===== src/rtl/pipe_ctrl_pkg.sv =====
// pipe_ctrl shared types: control codes, FSM states,
// and the per-register control bundle.
package pipe_ctrl_pkg;

  localparam int ADDR_BUS_W = 64;
  localparam int CTRL_BUS_W = 2;

  typedef enum logic [1:0] {
    CTRL_NORMAL  = 2'b00,
    CTRL_STALLED = 2'b01,
    CTRL_FLUSH   = 2'b10
  } ctrl_e;

  typedef enum logic [1:0] {
    ST_IDLE  = 2'b00,
    ST_PEND  = 2'b01,
    ST_ISSUE = 2'b10
  } state_e;

  typedef struct packed {
    ctrl_e pc;
    ctrl_e if_id;
    ctrl_e id_ex;
    ctrl_e ex_mem;
    ctrl_e mem_wb;
  } ctrl_t;

  function automatic ctrl_t ctrl_all(ctrl_e v);
    ctrl_t c;
    c.pc     = v;
    c.if_id  = v;
    c.id_ex  = v;
    c.ex_mem = v;
    c.mem_wb = v;
    return c;
  endfunction

endpackage


===== src/rtl/pipe_ctrl_if.sv =====
// pipe_ctrl request/control bundle.
// slave = control unit, master = pipeline side.
interface pipe_ctrl_if
  import pipe_ctrl_pkg::*;
#(
  parameter int ADDR_W = ADDR_BUS_W,
  parameter int CTRL_W = CTRL_BUS_W
);
  logic              if_stall_req_i;
  logic              id_stall_req_i;
  logic              ex_stall_req_i;
  logic              mem_stall_req_i;
  logic              ex_redirect_i;
  logic [ADDR_W-1:0] ex_target_i;
  logic              exc_i;
  logic [ADDR_W-1:0] exc_vector_i;
  logic [CTRL_W-1:0] pc_ctrl_o;
  logic [CTRL_W-1:0] if_id_ctrl_o;
  logic [CTRL_W-1:0] id_ex_ctrl_o;
  logic [CTRL_W-1:0] ex_mem_ctrl_o;
  logic [CTRL_W-1:0] mem_wb_ctrl_o;
  logic              redirect_valid_o;
  logic [ADDR_W-1:0] redirect_pc_o;
  logic [31:0]       stall_cycles_o;
  logic              stall_timeout_o;

  modport slave (
    input  if_stall_req_i, id_stall_req_i,
    input  ex_stall_req_i, mem_stall_req_i,
    input  ex_redirect_i, ex_target_i,
    input  exc_i, exc_vector_i,
    output pc_ctrl_o, if_id_ctrl_o,
    output id_ex_ctrl_o, ex_mem_ctrl_o,
    output mem_wb_ctrl_o,
    output redirect_valid_o, redirect_pc_o,
    output stall_cycles_o, stall_timeout_o
  );

  modport master (
    output if_stall_req_i, id_stall_req_i,
    output ex_stall_req_i, mem_stall_req_i,
    output ex_redirect_i, ex_target_i,
    output exc_i, exc_vector_i,
    input  pc_ctrl_o, if_id_ctrl_o,
    input  id_ex_ctrl_o, ex_mem_ctrl_o,
    input  mem_wb_ctrl_o,
    input  redirect_valid_o, redirect_pc_o,
    input  stall_cycles_o, stall_timeout_o
  );
endinterface


===== src/rtl/pipe_ctrl_stall_watchdog.sv =====
// Consecutive-stall watchdog: one-cycle timeout
// pulse every STALL_MAX back-to-back stalled cycles.
module stall_watchdog #(
  parameter int STALL_MAX = 1024
) (
  input  logic clk,
  input  logic rst,
  input  logic stall_any,
  output logic timeout
);
  localparam int CW = $clog2(STALL_MAX + 1);
  localparam logic [CW-1:0] LAST = CW'(STALL_MAX - 1);

  logic [CW-1:0] cnt_q;
  logic          hit;

  assign hit = stall_any && (cnt_q == LAST);

  // count run length; restart on a gap or on expiry
  always_ff @(posedge clk or negedge rst) begin
    if (!rst) begin
      cnt_q   <= '0;
      timeout <= 1'b0;
    end else begin
      timeout <= hit;
      if (!stall_any || hit) cnt_q <= '0;
      else cnt_q <= cnt_q + CW'(1);
    end
  end
endmodule


===== src/rtl/pipe_ctrl.sv =====
// Pipeline control: stall/flush arbitration,
// pending-redirect FSM and stall statistics.
module pipe_ctrl
  import pipe_ctrl_pkg::*;
#(
  parameter int ADDR_W    = ADDR_BUS_W,
  parameter int CTRL_W    = CTRL_BUS_W,
  parameter int STALL_MAX = 1024
) (
  input logic        clk,
  input logic        rst,
  pipe_ctrl_if.slave bus
);
  state_e            state_q, state_d;
  logic [ADDR_W-1:0] tgt_q, tgt_d;
  logic              valid_q;
  logic [31:0]       scnt_q;
  logic              any_stall;
  logic              br_acc;
  logic              accept;
  logic              timeout;
  ctrl_t             c;

  assign any_stall = bus.if_stall_req_i
                   | bus.id_stall_req_i
                   | bus.ex_stall_req_i
                   | bus.mem_stall_req_i;

  // a branch is dropped under an exception and held
  // off while MEM stalls (EX keeps asserting it)
  assign br_acc = bus.ex_redirect_i
                & ~bus.exc_i
                & ~bus.mem_stall_req_i
                & (state_q == ST_IDLE);
  assign accept = bus.exc_i | br_acc;

  // redirect FSM next state and target latch
  always_comb begin
    state_d = state_q;
    tgt_d   = tgt_q;
    if (accept)
      tgt_d = bus.exc_i ? bus.exc_vector_i
                        : bus.ex_target_i;
    unique case (state_q)
      ST_IDLE, ST_ISSUE: begin
        if (accept)
          state_d = bus.if_stall_req_i ? ST_PEND
                                       : ST_ISSUE;
        else
          state_d = ST_IDLE;
      end
      ST_PEND: begin
        if (!bus.if_stall_req_i) state_d = ST_ISSUE;
      end
      default: state_d = ST_IDLE;
    endcase
  end

  // FSM state, target and redirect strobe
  always_ff @(posedge clk or negedge rst) begin
    if (!rst) begin
      state_q <= ST_IDLE;
      tgt_q   <= '0;
      valid_q <= 1'b0;
    end else begin
      state_q <= state_d;
      tgt_q   <= tgt_d;
      valid_q <= (state_d == ST_ISSUE);
    end
  end

  // control codes: exception, branch, then stalls
  always_comb begin
    c = ctrl_all(CTRL_NORMAL);
    if (bus.exc_i) begin
      c          = ctrl_all(CTRL_FLUSH);
      c.pc       = CTRL_STALLED;
      c.mem_wb   = CTRL_NORMAL;
    end else begin
      if (br_acc) begin
        c.pc     = CTRL_STALLED;
        c.if_id  = CTRL_FLUSH;
        c.id_ex  = CTRL_FLUSH;
      end else if (bus.mem_stall_req_i) begin
        c        = ctrl_all(CTRL_STALLED);
        c.mem_wb = CTRL_FLUSH;
      end else if (bus.ex_stall_req_i) begin
        c.pc     = CTRL_STALLED;
        c.if_id  = CTRL_STALLED;
        c.id_ex  = CTRL_STALLED;
        c.ex_mem = CTRL_FLUSH;
      end else if (bus.id_stall_req_i) begin
        c.pc     = CTRL_STALLED;
        c.if_id  = CTRL_STALLED;
        c.id_ex  = CTRL_FLUSH;
      end else if (bus.if_stall_req_i) begin
        c.pc     = CTRL_STALLED;
        c.if_id  = CTRL_FLUSH;
      end
      if (state_q == ST_PEND) begin
        c.pc     = CTRL_STALLED;
        c.if_id  = CTRL_FLUSH;
      end else if (state_q == ST_ISSUE) begin
        c.pc     = CTRL_NORMAL;
        c.if_id  = CTRL_FLUSH;
      end
    end
    if (!rst) c = ctrl_all(CTRL_NORMAL);
  end

  // saturating count of pc-stalled cycles
  always_ff @(posedge clk or negedge rst) begin
    if (!rst) scnt_q <= '0;
    else if (c.pc == CTRL_STALLED && scnt_q != '1)
      scnt_q <= scnt_q + 32'd1;
  end

  stall_watchdog #(
    .STALL_MAX (STALL_MAX)
  ) u_wd (
    .clk       (clk),
    .rst       (rst),
    .stall_any (any_stall),
    .timeout   (timeout)
  );

  assign bus.pc_ctrl_o        = CTRL_W'(c.pc);
  assign bus.if_id_ctrl_o     = CTRL_W'(c.if_id);
  assign bus.id_ex_ctrl_o     = CTRL_W'(c.id_ex);
  assign bus.ex_mem_ctrl_o    = CTRL_W'(c.ex_mem);
  assign bus.mem_wb_ctrl_o    = CTRL_W'(c.mem_wb);
  assign bus.redirect_valid_o = valid_q;
  assign bus.redirect_pc_o    = tgt_q;
  assign bus.stall_cycles_o   = scnt_q;
  assign bus.stall_timeout_o  = timeout;
endmodule


===== src/flat_wrapper.sv =====
// flat-port wrapper written by rule: the top's interface ports become plain ports
module pipe_ctrl_flat import pipe_ctrl_pkg::*;
#(
  parameter int ADDR_W    = ADDR_BUS_W,
  parameter int CTRL_W    = CTRL_BUS_W,
  parameter int STALL_MAX = 1024
)
  (clk, rst, bus_if_stall_req_i, bus_id_stall_req_i, bus_ex_stall_req_i, bus_mem_stall_req_i, bus_ex_redirect_i, bus_ex_target_i, bus_exc_i, bus_exc_vector_i, bus_pc_ctrl_o, bus_if_id_ctrl_o, bus_id_ex_ctrl_o, bus_ex_mem_ctrl_o, bus_mem_wb_ctrl_o, bus_redirect_valid_o, bus_redirect_pc_o, bus_stall_cycles_o, bus_stall_timeout_o);
  pipe_ctrl_if #(.ADDR_W(ADDR_W), .CTRL_W(CTRL_W)) bus_i ();
  input logic clk;
  input logic rst;
  input wire logic [$bits(bus_i.if_stall_req_i)-1:0] bus_if_stall_req_i;
  input wire logic [$bits(bus_i.id_stall_req_i)-1:0] bus_id_stall_req_i;
  input wire logic [$bits(bus_i.ex_stall_req_i)-1:0] bus_ex_stall_req_i;
  input wire logic [$bits(bus_i.mem_stall_req_i)-1:0] bus_mem_stall_req_i;
  input wire logic [$bits(bus_i.ex_redirect_i)-1:0] bus_ex_redirect_i;
  input wire logic [$bits(bus_i.ex_target_i)-1:0] bus_ex_target_i;
  input wire logic [$bits(bus_i.exc_i)-1:0] bus_exc_i;
  input wire logic [$bits(bus_i.exc_vector_i)-1:0] bus_exc_vector_i;
  output wire logic [$bits(bus_i.pc_ctrl_o)-1:0] bus_pc_ctrl_o;
  output wire logic [$bits(bus_i.if_id_ctrl_o)-1:0] bus_if_id_ctrl_o;
  output wire logic [$bits(bus_i.id_ex_ctrl_o)-1:0] bus_id_ex_ctrl_o;
  output wire logic [$bits(bus_i.ex_mem_ctrl_o)-1:0] bus_ex_mem_ctrl_o;
  output wire logic [$bits(bus_i.mem_wb_ctrl_o)-1:0] bus_mem_wb_ctrl_o;
  output wire logic [$bits(bus_i.redirect_valid_o)-1:0] bus_redirect_valid_o;
  output wire logic [$bits(bus_i.redirect_pc_o)-1:0] bus_redirect_pc_o;
  output wire logic [$bits(bus_i.stall_cycles_o)-1:0] bus_stall_cycles_o;
  output wire logic [$bits(bus_i.stall_timeout_o)-1:0] bus_stall_timeout_o;
  assign bus_i.if_stall_req_i = bus_if_stall_req_i;
  assign bus_i.id_stall_req_i = bus_id_stall_req_i;
  assign bus_i.ex_stall_req_i = bus_ex_stall_req_i;
  assign bus_i.mem_stall_req_i = bus_mem_stall_req_i;
  assign bus_i.ex_redirect_i = bus_ex_redirect_i;
  assign bus_i.ex_target_i = bus_ex_target_i;
  assign bus_i.exc_i = bus_exc_i;
  assign bus_i.exc_vector_i = bus_exc_vector_i;
  assign bus_pc_ctrl_o = bus_i.pc_ctrl_o;
  assign bus_if_id_ctrl_o = bus_i.if_id_ctrl_o;
  assign bus_id_ex_ctrl_o = bus_i.id_ex_ctrl_o;
  assign bus_ex_mem_ctrl_o = bus_i.ex_mem_ctrl_o;
  assign bus_mem_wb_ctrl_o = bus_i.mem_wb_ctrl_o;
  assign bus_redirect_valid_o = bus_i.redirect_valid_o;
  assign bus_redirect_pc_o = bus_i.redirect_pc_o;
  assign bus_stall_cycles_o = bus_i.stall_cycles_o;
  assign bus_stall_timeout_o = bus_i.stall_timeout_o;
  pipe_ctrl #(.ADDR_W(ADDR_W), .CTRL_W(CTRL_W), .STALL_MAX(STALL_MAX)) u_core (.clk(clk), .rst(rst), .bus(bus_i));
endmodule

===== config.mk =====
export PLATFORM = sky130hd
export DESIGN_NAME = pipe_ctrl_flat
export DESIGN_NICKNAME = d
export VERILOG_FILES = /design/src/rtl/pipe_ctrl_pkg.sv /design/src/rtl/pipe_ctrl_if.sv /design/src/rtl/pipe_ctrl_stall_watchdog.sv /design/src/rtl/pipe_ctrl.sv /design/src/flat_wrapper.sv
export SDC_FILE = /design/constraint.sdc
export NUM_CORES = 1
export LEC_CHECK = 0
export CORE_MARGIN = 2
export CORE_UTILIZATION = 38
export DETAILED_ROUTE_END_ITERATION = 10
export PLACE_DENSITY = 0.78
export SLEW_MARGIN = 20
export SYNTH_ARGS = -nofsm -noshare
export SYNTH_HDL_FRONTEND = slang
export SYNTH_HIERARCHICAL = 1
export SYNTH_SLANG_ARGS = --single-unit

===== constraint.sdc =====
create_clock -name clk -period 1.95 [get_ports clk]
set_input_delay 0.39 -clock clk [delete_from_list [all_inputs] [get_ports clk]]
set_output_delay 0.39 -clock clk [all_outputs]
set_load 0.1 [all_outputs]

==> impl_metrics.env <==
export IMPL_grt_start_max_net_pins=63
export IMPL_leakage_uw=0.004016
export IMPL_grt_pass1_vias=5036
export IMPL_synth_area_leaders="dfrtp_1 (52%), mux2i_1 (12%), nand2_1 (5.7%)"
export IMPL_die_height_um=122
export IMPL_via_per_inst=5.038
export IMPL_p_total_uw=8388
export IMPL_overflow=0
export IMPL_die_w_um=122
export IMPL_fmax_ghz=0.4735
export IMPL_yosysWarnings=6
export IMPL_rrSetupSlack_ns=-0.03
export IMPL_syn_avg_cell_area_um2=10.33
export IMPL_dpl_hpwl_um=11970
export IMPL_antenna_found_initial=0
export IMPL_ys_seq_area_share_pct=52.49
export IMPL_crit_fanout=3
export IMPL_cts_root_buf="clkbuf_16"
export IMPL_clk_insertion_delay_late_ns=0.35
export IMPL_yosysTopAreaCellShare_pct=52.49
export IMPL_dr_wl_met2_um=8316
export IMPL_drive_gt1_share_pct=30.53
export IMPL_die_area_um2=14880
export IMPL_vias=4867
export IMPL_core_um2=13720
export IMPL_skew_ns=0.005472
export IMPL_final_max_slew_viol_count=0
export IMPL_syn_inst=512
export IMPL_finalCritPeriodShare_pct=108.3
export IMPL_postSynth_asyncResetShare_pct=100.0
export IMPL_synth_area_um2=5291
export IMPL_power_density_nw_per_um2=923.0
export IMPL_crit_type="reg2out"
export IMPL_ys_ff_latch=111
export IMPL_ir_worst_vdd_mv=0.6222
export IMPL_finalSetupTns_ns=-0.6538
export IMPL_fin_ws_ns=-0.1620
export IMPL_synthFlopType="dfrtp_1"
export IMPL_endpoint_kind="primary output"
export IMPL_clk_pin_slew_ns=0.07
export IMPL_nNetsFinal=920
export IMPL_numClockSinks=111
export IMPL_gp_congestion=0.8628
export IMPL_hold_viol_final=0
export IMPL_area_growth_synth_to_final_pct=71.74
export IMPL_worstSetupStartpointType="register"
export IMPL_reg2reg_depth=9
export IMPL_drt_pass1_iterations=4
export IMPL_slew_headroom_pct=58.10
export IMPL_drtAntennaViolNets=0
export IMPL_rsz0062_at_grt="yes"
export IMPL_synth_distinct_cells=44
export IMPL_h_tree_depth=3
export IMPL_max_cap_violations=0
export IMPL_violations="setup timing"
export IMPL_cp_arrival_ns=1.72
export IMPL_setup_violations=7
export IMPL_io_pins=244
export IMPL_num_rows=43
export IMPL_highest_layer="met4"
export IMPL_wirelength_um=15780
export IMPL_cts_buffers=9
export IMPL_yosysMostFrequentCell="dfrtp_1"
export IMPL_drtIter0Drc=252
export IMPL_drt_met1_wl_um=5869
export IMPL_wl_per_cell_um=16.34
export IMPL_required_ns=1.56
export IMPL_period_minus_slack_ns=2.112
export IMPL_status="finished with violations"
export IMPL_max_slew_worst_pin_slew_ns=0.6286
export IMPL_n_antenna_cell=0
export IMPL_drcViolationCount=0
export IMPL_ys_top_cells_by_count="dfrtp_1 (111), nand2_1 (80), mux2i_1 (64)"
export IMPL_port_buffers=241
export IMPL_grt_pass1_wl_um=24890
export IMPL_cts_buffer_depth=2
export IMPL_wl_met3_um=1245
export IMPL_hold_path_class="in2async"
export IMPL_yosysTopAreaCell="dfrtp_1"
export IMPL_start_util_pct=38.57
export IMPL_cts_tree="done"
export IMPL_grt_usage_pct=21.35
export IMPL_synth_edf_count=0
cells in the final DEF (no fill, tap or decap), types with 5 or more instances in the layout:
cell type	synthesis	layout
o21ai_0	47	47
nand4_1	18	18
buf_12	0	43
inv_1	5	5
clkbuf_16	0	9
clkdlybuf4s50_1	0	128
o21ai_1	20	20
xnor2_1	32	27
dfrtp_1	111	79
buf_6	0	6
a21oi_1	6	6
buf_4	4	105
dfrtp_4	0	23
xnor2_2	0	5
nor3_1	7	5
nor2_1	21	16
and3_1	7	7
dfrtp_2	0	9
nand2_1	80	76
mux2i_1	64	64
nand3_1	24	19
where the power goes:
part / total [uW] / internal [uW] / switching, uW
clock: 1840 / 1050 / 792
combinational: 3630 / 1120 / 2510
sequential: 2910 / 2620 / 297
total: 8390 / 4790 / 3600
metal layers:
layer / up-vias / track usage [%]
li1: 2330 / -
met1: 2320 / 24.28
met2: 186 / 38.72
met3: 31 / 5.478
met4: 0 / 7.399
met5: - / 0
state kept, by name, summed over array words and instances, names as in the netlist:
name,cells
u_core/u_wd/timeout,1
u_core/bus.redirect_pc_o,64
u_core/state_q,2
u_core/bus.stall_cycles_o,32
u_core/u_wd/cnt_q,11
u_core/bus.redirect_valid_o,1
area by class of cell:
type	instances	area (um^2)
Multi-Input combinational cell	368	2616
Clock inverter	4	45.04
Sequential cell	111	2875
Clock buffer	11	252.7
Inverter	5	18.77
Fill cell	1026	4632
Timing Repair Buffer	287	3054
Tap cell	180	225.2
worst max-delay path, stage by stage (launching register included):
cell,delay [ns]
dfrtp_1,0.41
nor4b_4,0.28
buf_4,0.17
nor2_4,0.05
buf_12,0.13
a21boi_4,0.14
buf_12,0.19
through the flow:
step                      util (%)  setup slack, ns  area (um^2)  hold slack [ns]  std cells
after floorplan                  -          -0.2602         5545          0.09441        513
after global placement       62.34          -0.4889         8553           0.2427        944
after detailed placement     62.34          -0.5184         8553           0.2407        944
after CTS                    65.31          -0.1988         8960           0.1094        965
after global routing         66.24          -0.2397         9087           0.1300        966
final                        66.24          -0.1620         9087           0.1139        966
what timing repair did:
action / 4_1_cts / 5_1_grt
gates cloned: 1 / 0
hold buffers: 1 / 0
endpoints found under the setup margin: 38 / 24
gates resized for setup: 28 / 27
endpoints found under the hold margin: 4 / 0
pin swaps: 10 / 15
buffers inserted: 5 / 2
path summary, 6_finish.rpt:
path / start / endpoint
hold / removal: rst / u_core/bus.redirect_pc_o[23]
hold reg to reg: u_core/bus.redirect_pc_o[0] / u_core/bus.redirect_pc_o[0]
setup / recovery: u_core/state_q[0] / bus_if_id_ctrl_o[1]
max in group asynchronous: rst / u_core/u_wd/cnt_q[0]
min in group clk: bus_if_stall_req_i / u_core/state_q[1]
setup reg to reg: u_core/state_q[0] / u_core/bus.stall_cycles_o[19]
logic make-up (layout without fill, tap and decap cells):
logic type / Yosys count / count (layout) / share of synthesized area [%]
AND/OR/NAND/NOR: 179 / 179 / 16.79
flip-flops: 111 / 111 / 52.49
AO/OA/AOI/OAI: 85 / 85 / 9.270
multiplexers: 65 / 65 / 12.32
XOR/XNOR: 35 / 35 / 5.793
buffers and inverters: 34 / 307 / 2.790
adder cells (fa/ha/maj): 2 / 2 / 0.4728
other: 1 / 2 / 0.07087
Power figures use the tool's default switching activity.
